<file path="config.mk">
export PLATFORM = sky130hd
export DESIGN_NAME = seq_det_ctrl
export DESIGN_NICKNAME = d
export VERILOG_FILES = /design/src/rtl/seq_det_ctrl.sv
export SDC_FILE = /design/constraint.sdc
export NUM_CORES = 1
export LEC_CHECK = 0
export CAP_MARGIN = 20
export CORE_MARGIN = 1.5
export CORE_UTILIZATION = 49
export CTS_CLUSTER_DIAMETER = 150
export DETAILED_ROUTE_END_ITERATION = 16
export GPL_ROUTABILITY_DRIVEN = 0
export HOLD_SLACK_MARGIN = 0.12
export MAX_ROUTING_LAYER = met4
export PLACE_DENSITY = 0.79
export SLEW_MARGIN = 20
export SYNTH_ARGS = -nofsm -noshare
export SYNTH_HDL_FRONTEND = slang
export SYNTH_SLANG_ARGS = --single-unit
</file>
<file path="constraint.sdc">
create_clock -name clk -period 1.82 [get_ports clk]
set_clock_uncertainty 0.1 [all_clocks]
set_input_delay 0.273 -clock clk [delete_from_list [all_inputs] [get_ports clk]]
set_output_delay 0.273 -clock clk [all_outputs]
set_load 0.1 [all_outputs]
</file>
<file path="src/rtl/seq_det_ctrl.sv">
// Word-serial 1011 detector: accept, DATA_W shift cycles, one DONE cycle; in_ready only while IDLE.
// Define SEQ_DET_OVERLAP_EN for overlapping detection; default restarts the detector from S0 after a hit.
module seq_det_ctrl #(
  parameter int DATA_W = 8,
  parameter int CNT_W  = 8
) (
  input  logic              clk,
  input  logic              rst,
  input  logic              in_valid,
  input  logic [DATA_W-1:0] in_data,
  output logic              in_ready,
  input  logic              clr_cnt,
  output logic              busy,
  output logic              hit,
  output logic              byte_done,
  output logic [CNT_W-1:0]  match_cnt
);
  localparam int BC_W = $clog2(DATA_W);

  typedef enum logic [1:0] {IDLE, SHIFT, DONE} state_t;
  typedef enum logic [1:0] {S0, S1, S10, S101} det_t;

  state_t            state;
  det_t              det;
  det_t              det_nxt;
  logic              det_hit;
  logic [DATA_W-1:0] sreg;
  logic [BC_W-1:0]   bcnt;
  logic              cur_bit;

  assign cur_bit = sreg[DATA_W-1];

  always_comb begin
    det_nxt = det;
    det_hit = 1'b0;
    case (det)
      S0:   det_nxt = cur_bit ? S1 : S0;
      S1:   det_nxt = cur_bit ? S1 : S10;
      S10:  det_nxt = cur_bit ? S101 : S0;
      S101: begin
        if (cur_bit) begin
          det_hit = 1'b1;
`ifdef SEQ_DET_OVERLAP_EN
          det_nxt = S1;
`else
          det_nxt = S0;
`endif
        end else begin
          det_nxt = S10;
        end
      end
      default: det_nxt = S0;
    endcase
  end

  always_ff @(posedge clk) begin
    if (rst) begin
      state     <= IDLE;
      det       <= S0;
      sreg      <= '0;
      bcnt      <= '0;
      match_cnt <= '0;
      hit       <= 1'b0;
      byte_done <= 1'b0;
      busy      <= 1'b0;
      in_ready  <= 1'b1;
    end else begin
      hit       <= 1'b0;
      byte_done <= 1'b0;
      case (state)
        IDLE: begin
          if (in_valid) begin
            sreg     <= in_data;
            bcnt     <= BC_W'(DATA_W - 1);
            state    <= SHIFT;
            busy     <= 1'b1;
            in_ready <= 1'b0;
          end
        end
        SHIFT: begin
          // detector only advances here, so a pattern may straddle words
          det  <= det_nxt;
          hit  <= det_hit;
          sreg <= {sreg[DATA_W-2:0], 1'b0};
          bcnt <= bcnt - 1'b1;
          if (bcnt == '0) begin
            state     <= DONE;
            busy      <= 1'b0;
            byte_done <= 1'b1;
          end
        end
        DONE: begin
          state    <= IDLE;
          in_ready <= 1'b1;
        end
        default: begin
          state    <= IDLE;
          busy     <= 1'b0;
          in_ready <= 1'b1;
        end
      endcase

      if (clr_cnt)
        match_cnt <= '0;
      else if (state == SHIFT && det_hit && match_cnt != {CNT_W{1'b1}})
        match_cnt <= match_cnt + 1'b1;
    end
  end
endmodule

</file>
**Word level (Yosys, flattened, before mapping)**

Index checks and enable logic that the tools add are counted.

- Register bits: 27
- Output and inout bits: 12

- Add/sub/neg operators: 2
- Equality and inequality tests: 8
- Multiplexer cells: 20
- Bitwise operators: 2
- Reductions and logical operators: 12

Operators with widths:

| cell | number |
|---|---|
| one-hot mux 8 bit (2 select lines) | 1 |
| two-way mux 2 bit | 5 |
| adder 8 x 1 -> 8 bit, second input constant | 1 |
| two-way mux 8 bit | 1 |
| inequality test 8 bit, second input constant | 1 |
| one-hot mux 2 bit (4 select lines) | 1 |
| two-way mux 1 bit | 7 |
| == test 2 bit, second input constant | 3 |
| one-hot mux 3 bit (2 select lines) | 1 |
| AND reduction 2 bit | 3 |
| == test 2 x 1 -> 1 bit, second input constant | 2 |
| zero test 2 bit | 2 |
| inequality test 2 bit, second input constant | 2 |
| one-hot mux 2 bit (2 select lines) | 1 |
| OR reduction 2 bit | 2 |
| zero test 3 bit | 1 |
| two-way mux 3 bit | 1 |
| one-hot mux 1 bit (3 select lines) | 1 |
| AND reduction 3 bit | 1 |
| subtractor 3 x 1 -> 3 bit, second input constant | 1 |
| logical AND 1 bit | 2 |
| inverter 1 bit | 2 |
| one-hot mux 1 bit (2 select lines) | 1 |
| nonzero test 2 bit | 1 |

**Logic depth before layout (Yosys ltp)**

Gate-level depths: netlist of the first run.

- Depth after elaboration: 4
- Gate-level depth with buffers: 6
- Mapped depth without buffers: 6

**Least setup slack after synthesis of the first run**

Ideal clock, no wire load.

- Path type: register -> register
- From: register match_cnt[3]
- To: register match_cnt[7]
- Setup time: 124 ps
- Arrival: 2046 ps
- Required time: 1596 ps
- Slack: -450 ps
- Cell stages (with the launch flop): 5
- Path buffers: 0
- Clock period less this slack: 2270 ps
- Path through: dfxtp_1 -> nand4_1 -> or4_1 -> mux2i_1 -> nor2_1

- Longest elaborated chain between the ends: 2
- Elaborated cells between the ends (all ways): 3
- Those cells by class: add/sub: 1; eq/ne: 1; reduce/logical: 1

Ends and longest elaborated chain:

| element | RTL line | text |
|---|---|---|
| start: declaration | 16 | `output logic [CNT_W-1:0] match_cnt` |
| start signal: assignment | 106 | `match_cnt <= match_cnt + 1'b1;` |
| branches (longest 2 deep; another with adder 8 x 1 -> 8 bit) | n/a |  |

Several ways; the timed one is not identified.
A chain may end at the register's enable or synchronous reset.

**Worst setup path after layout of the first run**

- From: register match_cnt[0]
- To: register match_cnt[5]

The elaborated chain is that of the path after synthesis.

==> impl_metrics.csv, run 1 <==
group,metric,value,unit
timing,finalCriticalPeriod,1.73,ns
logic_synthesis,mappedNetlistArea,1150,um^2
detailed_routing,wl_per_cell,13.3,um
logic_synthesis,syn_area_per_cell,8.55,um^2
power_and_ir_drop,vdd.ir_drop.worst,0.510,mV
place,placed_cell_area,1560,um^2
global_routing,gr-max-usage-layer,"met2",
floorplan,floorplan.io_pins,24,
logic_synthesis,yosys.cell_count.top_type,"dfxtp_1",
logic_synthesis,synth-seq-area-share,0.472,
logic_synthesis,area_share_of_the_largest_cell_type_after_synthesis,0.472,
power_and_ir_drop,combPwrFrac,0.208,
timing,grt_setup_unrepaired,"no",
detailed_routing,vias,1060,
detailed_routing,viasPerCell,5.64,
place,post-dp-hpwl,1850,um
cts,clockBufferDepth,2,
timing,worst_slew_margin,0.795,
detailed_routing,first_drt_iteration_drcs,19,
floorplan,die-height,51.4,um
logic_synthesis,synth_fp_nets,149,
finish,antenna_cells_inserted,0,
detailed_routing,ant_nets,0,
logic_synthesis,synth_cells,134,
logic_synthesis,ys_async_sr_fraction,0,
floorplan,fp.dieW,51.4,um
finish,finish.cell_count_without_fillers,188,
finish,number_of_nets_in_the_layout,176,
place,place_inst,184,
detailed_routing,drc_errors,0,
critical_path,crit_path_end_kind,"flip-flop",
power_and_ir_drop,clock_group_share_of_total_power,0.226,
power_and_ir_drop,power.density,733,nW/um^2
global_routing,met1_usage_in_global_routing,0.265,
cts,post_cts_buffers,0,
cts,cts_tree,"done",
timing,final-max-slew-violation-count,0,
power_and_ir_drop,cell_internal_pwr,0.820,mW
finish,area_delta_synth_final,38.8,%
status,run_status,"complete, no violations",
finish,cell_area_after_layout,1590,um^2
global_routing,met3_track_usage_gr,0.0292,
global_routing,use_met2,0.387,
global_routing,antenna_violations_before_repair,0,
logic_synthesis,synth_unique_cells,31,
critical_path,worst-r2r-setup-slack,0.09,ns
global_routing,first_global_vias,1036,
power_and_ir_drop,report.power.total,1.17,mW
global_routing,largest_net_degree_at_the_start_of_global_routing,20,
timing,worst_tran_pin_value,0.300,ns
detailed_routing,firstDrtPassIters,4,
cts,numClockSinks,27,
critical_path,critPathLaunchType,"flip-flop",
logic_synthesis,synth_top_cells_by_area,"dfxtp_1, nor2_1, nand2_1",
cts,worstSkewPairLatency,0.33,ns
logic_synthesis,number_of_enable_flip_flop_cells_after_synthesis,0,
cts,h_tree_depth,1,
critical_path,critical_path_class,"reg2reg",
global_routing,grt.overflow.total,0,
floorplan,area_of_the_core_region,2210,um^2
critical_path,worst-endpoint-required,1.98,ns
logic_synthesis,netlist_top_cells_count,"dfxtp_1, nor2_1, nand2_1, a21oi_1, a311oi_1",
finish,post_route_cells_drive_above_1_share,0.200,
detailed_routing,wl,2490,um
global_routing,grt_first_pass_wirelength,4390,um
floorplan,floorplan.rows,17,
critical_path,timing.critical_path.fanout_max,10,
logic_synthesis,dominantRegCellSynth,"dfxtp_1",
cts,cts_resized,0,
logic_synthesis,yosysWarningCount,0,
floorplan,initial_core_util,0.518,
place,port_buffers,23,
logic_synthesis,count_of_state_elements_after_synthesis,27,
cts,clock_root_buffer,"clkbuf_4",
power_and_ir_drop,power.leakage,0.593,nW
timing,post-route-period-util,0.950,
worst_hold_path,timing.hold.worst.class,"in2reg",
timing,final_setup_violating_endpoints,0,
cts,cts_hold_buf,0,
timing,finalHoldViolCount,0,
floorplan,die_area,2640,um^2
timing,achievable-frequency,0.578,GHz
critical_path,arrival,1.89,ns
power_and_ir_drop,sequentialPowerShare,0.566,
cts,path_clk_slew,0.15,ns
logic_synthesis,synth.largest_area_cell,"dfxtp_1",
power_and_ir_drop,power.net_switching,0.345,mW
flow_run,maxCapViolCount,0,
power_and_ir_drop,switching_share,0.296,
global_routing,groute.usage.overall,0.225,
cts,cts_made_buffers,3,
-- critical path: stages (launching register included) --
cell	delay, ns
dfxtp_4	0.39
ha_1	0.24
nand3_1	0.14
o211ai_4	0.14
or4_1	0.49
a21oi_1	0.16
-- area by class of cell --
type / count / area, um^2
clock buffer: 3 / 22.5
clock inverter: 1 / 7.51
fill: 185 / 622
inverter: 5 / 18.8
multi-input combinational: 96 / 563
sequential: 27 / 556
tap: 28 / 35.0
timing repair buffer: 28 / 388
-- path summary, 6_finish.rpt --
kind	startpoint	to	cells past startpoint
hold reg to reg	sreg[0]	sreg[0]	2
setup reg to reg	match_cnt[0]	match_cnt[5]	5
hold / removal	in_data[0]	sreg[0]	3
setup / recovery	match_cnt[0]	match_cnt[5]	5
-- flip-flops by register name, indices dropped and copies added, names as in the netlist --
register / count
match_cnt: 8
busy: 1
bcnt: 3
state: 2
hit: 1
in_ready: 1
det: 2
byte_done: 1
sreg: 8
-- placed cells by master (no fill, tap or decap), types with 2 or more instances in the layout --
cell type         n
a211oi_1          3
a21oi_1           9
a311oi_1          7
buf_12           12
buf_4             5
clkbuf_4          3
clkdlybuf4s50_1  11
dfxtp_1          19
dfxtp_2           6
dfxtp_4           2
ha_1              3
inv_1             5
mux2i_1           2
nand2_1          18
nand2b_1          2
nand3_1           5
nor2_1           19
nor3_1            2
nor3b_1           2
o21ai_0           6
or3_1             3
or4_1             3
-- per-layer routing --
metal	share of wire	wire length, um
met2	0.50	1250
met4	0.017	42
met3	0.042	105
met5	0	0
met1	0.44	1090
-- power groups by stage --
stage          clock [mW]  sequential [mW]  combinational [mW]
2_1_floorplan           0            0.704               0.116
3_3_place_gp            0            0.669               0.235
3_5_place_dp            0            0.672               0.245
4_1_cts             0.275            0.659               0.245
5_1_grt             0.296            0.665               0.271
6_report            0.264            0.659               0.242
-- logic make-up (layout without fill, tap and decap cells) --
kind of cell / count (synthesis) / after routing / synth area share
buffers and inverters: 11 / 37 / 0.0371
AO/OA/AOI/OAI: 30 / 30 / 0.186
adder cells (fa/ha/maj): 3 / 3 / 0.0328
AND/OR/NAND/NOR: 60 / 60 / 0.248
flip-flops: 27 / 27 / 0.472
multiplexers: 2 / 2 / 0.0175
XOR/XNOR: 1 / 1 / 0.00764
-- metrics by stage --
step | setup WS, ns | TNS [ns] | util | hold WS (ns)
floorplan | -0.0568 | -0.0568 | - | 0.313
global placement | 0.202 | 0 | 0.705 | 0.363
detailed placement | 0.148 | 0 | 0.705 | 0.375
CTS | 0.0998 | 0 | 0.719 | 0.362
global route | 0.0247 | 0 | 0.719 | 0.407
finish | 0.0903 | 0 | 0.719 | 0.372
Power figures use the tool's default switching activity.
==> inputs of run 2 (changes only) <==
--- a/config.mk
+++ b/config.mk
@@ -12,7 +12,6 @@
 export DETAILED_ROUTE_END_ITERATION = 16
 export GPL_ROUTABILITY_DRIVEN = 0
 export HOLD_SLACK_MARGIN = 0.12
-export MAX_ROUTING_LAYER = met4
 export PLACE_DENSITY = 0.79
 export SLEW_MARGIN = 20
 export SYNTH_ARGS = -nofsm -noshare
==> impl_metrics.csv, run 2 (synthesized netlist as in run 1, its figures left out) <==
group,metric,value,unit
cts,h_tree_depth,1,
detailed_routing,viasPerCell,5.62,
status,run_status,"complete, no violations",
critical_path,critPathLaunchType,"flip-flop",
place,port_buffers,23,
timing,grt_setup_unrepaired,"no",
timing,final_setup_violating_endpoints,0,
cts,cts_resized,0,
floorplan,die-height,51.4,um
detailed_routing,wl_per_cell,13.3,um
flow_run,maxCapViolCount,0,
timing,finalCriticalPeriod,1.72,ns
timing,worst_slew_margin,0.795,
timing,hold_ws,0.372,ns
critical_path,crit_cells,5,
finish,area_delta_synth_final,38.8,%
cts,worstSkewPairLatency,0.33,ns
floorplan,initial_core_util,0.518,
power_and_ir_drop,power.leakage,0.593,nW
detailed_routing,vias,1057,
global_routing,first_global_vias,1036,
global_routing,groute.usage.overall,0.219,
timing,finalHoldViolCount,0,
critical_path,critical_path.reg2reg.endpoint,"match_cnt[5]",
floorplan,area_of_the_core_region,2210,um^2
critical_path,worst-r2r-setup-slack,0.10,ns
critical_path,r2r-start,"match_cnt[0]",
finish,post_route_cells_drive_above_1_share,0.200,
timing,post-route-period-util,0.945,
cts,post_cts_buffers,0,
place,post-dp-hpwl,1850,um
global_routing,antenna_violations_before_repair,0,
worst_hold_path,timing.hold.worst.class,"in2reg",
critical_path,worst-endpoint-required,1.98,ns
floorplan,floorplan.io_pins,24,
finish,antenna_cells_inserted,0,
critical_path,crit_path_end_kind,"flip-flop",
floorplan,fp.dieW,51.4,um
floorplan,floorplan.rows,17,
critical_path,critical_path.endpoint,"match_cnt[5]",
critical_path,crit_path_start,"match_cnt[0]",
detailed_routing,first_drt_iteration_drcs,18,
cts,cts_hold_buf,0,
cts,path_clk_slew,0.15,ns
cts,clockBufferDepth,2,
global_routing,grt.overflow.total,0,
floorplan,die_area,2640,um^2
critical_path,timing.critical_path.fanout_max,10,
global_routing,grt_first_pass_wirelength,4380,um
finish,cell_area_after_layout,1590,um^2
critical_path,critical_path_class,"reg2reg",
critical_path,worst-r2r-cell-count,5,
timing,worst_tran_pin_value,0.300,ns
cts,cts_tree,"done",
power_and_ir_drop,vdd.ir_drop.worst,0.510,mV
finish,top_regs,"match_cnt x8, sreg x8, bcnt x3",
finish,number_of_nets_in_the_layout,176,
cts,cts_made_buffers,3,
critical_path,worst_path_max_delay_cell,"or4_1",
cts,numClockSinks,27,
critical_path,critical_path.top_delay_family,"simple AND/OR/NAND/NOR gates",
global_routing,largest_net_degree_at_the_start_of_global_routing,20,
place,placed_cell_area,1560,um^2
critical_path,arrival,1.88,ns
detailed_routing,wl,2510,um
critical_path,crit_path_cell_trace,"ha_1 -> nand3_1 -> o211ai_4 -> or4_1 -> a21oi_1",
detailed_routing,drc_errors,0,
power_and_ir_drop,power.density,733,nW/um^2
detailed_routing,ant_nets,0,
critical_path,worst_path_bufs_invs,0,
critical_path,slowest_delay,0.49,ns
timing,achievable-frequency,0.581,GHz
timing,final-max-slew-violation-count,0,
detailed_routing,firstDrtPassIters,4,
finish,most-common-layout-cells,"nor2_1, dfxtp_1, nand2_1",
cts,clock_root_buffer,"clkbuf_4",
run 2: cell counts in the layout (fill, tap and decap cells not counted):
No cell type changed its count.
run 2: power breakdown:
group	total [mW]	leakage [nW]	internal (mW)	switching (mW)
Clock	0.264	0.0139	0.0842	0.180
Sequential	0.659	0.226	0.629	0.0305
Combinational	0.243	0.353	0.107	0.136
run 2: worst min-delay path by stage:
stage | endpoint | slack (ns) | cells after the start | startpoint
floorplan | sreg[0] | 0.31 | 2 | in_data[0]
global placement | sreg[4] | 0.36 | 2 | sreg[3]
detailed placement | sreg[6] | 0.37 | 2 | sreg[5]
CTS | sreg[0] | 0.36 | 3 | in_data[0]
global route | sreg[7] | 0.41 | 3 | in_data[7]
finish | sreg[0] | 0.37 | 3 | in_data[0]
run 2: layout make-up:
cell class / instances / area (um^2)
Fill cell: 185 / 622
Multi-Input combinational cell: 96 / 563
Sequential cell: 27 / 556
Timing Repair Buffer: 28 / 388
Tap cell: 28 / 35.0
Clock buffer: 3 / 22.5
Inverter: 5 / 18.8
Clock inverter: 1 / 7.51
run 2: metal layers:
layer | GRT usage | vias to the layer above | part of all wire
li1 | - | 530 | -
met1 | 0.263 | 493 | 0.43
met2 | 0.389 | 29 | 0.50
met3 | 0.0292 | 5 | 0.047
met4 | 0.0921 | 0 | 0.017
met5 | 0 | - | 0
run 2: per-stage QoR:
step / power [mW] / setup TNS [ns] / cells / setup slack (ns) / util
detailed placement: 0.917 / 0 / 184 / 0.148 / 0.705
floorplan: 0.820 / -0.0568 / 134 / -0.0568 / -
global route: 1.23 / 0 / 188 / 0.0247 / 0.719
global placement: 0.904 / 0 / 184 / 0.202 / 0.705
CTS: 1.18 / 0 / 188 / 0.0998 / 0.719
finish: 1.17 / 0 / 188 / 0.100 / 0.719
run 2: worst register-to-register path, stage by stage, from the launching register on:
cell and delay (ns):
dfxtp_4 0.39, ha_1 0.24, nand3_1 0.13, o211ai_4 0.13
or4_1 0.49, a21oi_1 0.16
==> inputs of run 3 (changes only) <==
--- a/config.mk
+++ b/config.mk
@@ -17,3 +17,4 @@
 export SYNTH_ARGS = -nofsm -noshare
 export SYNTH_HDL_FRONTEND = slang
 export SYNTH_SLANG_ARGS = --single-unit
+export TNS_END_PERCENT = 100
==> results of run 3 <==
No change in the layout: final DEF, timing and power equal those of run 2.
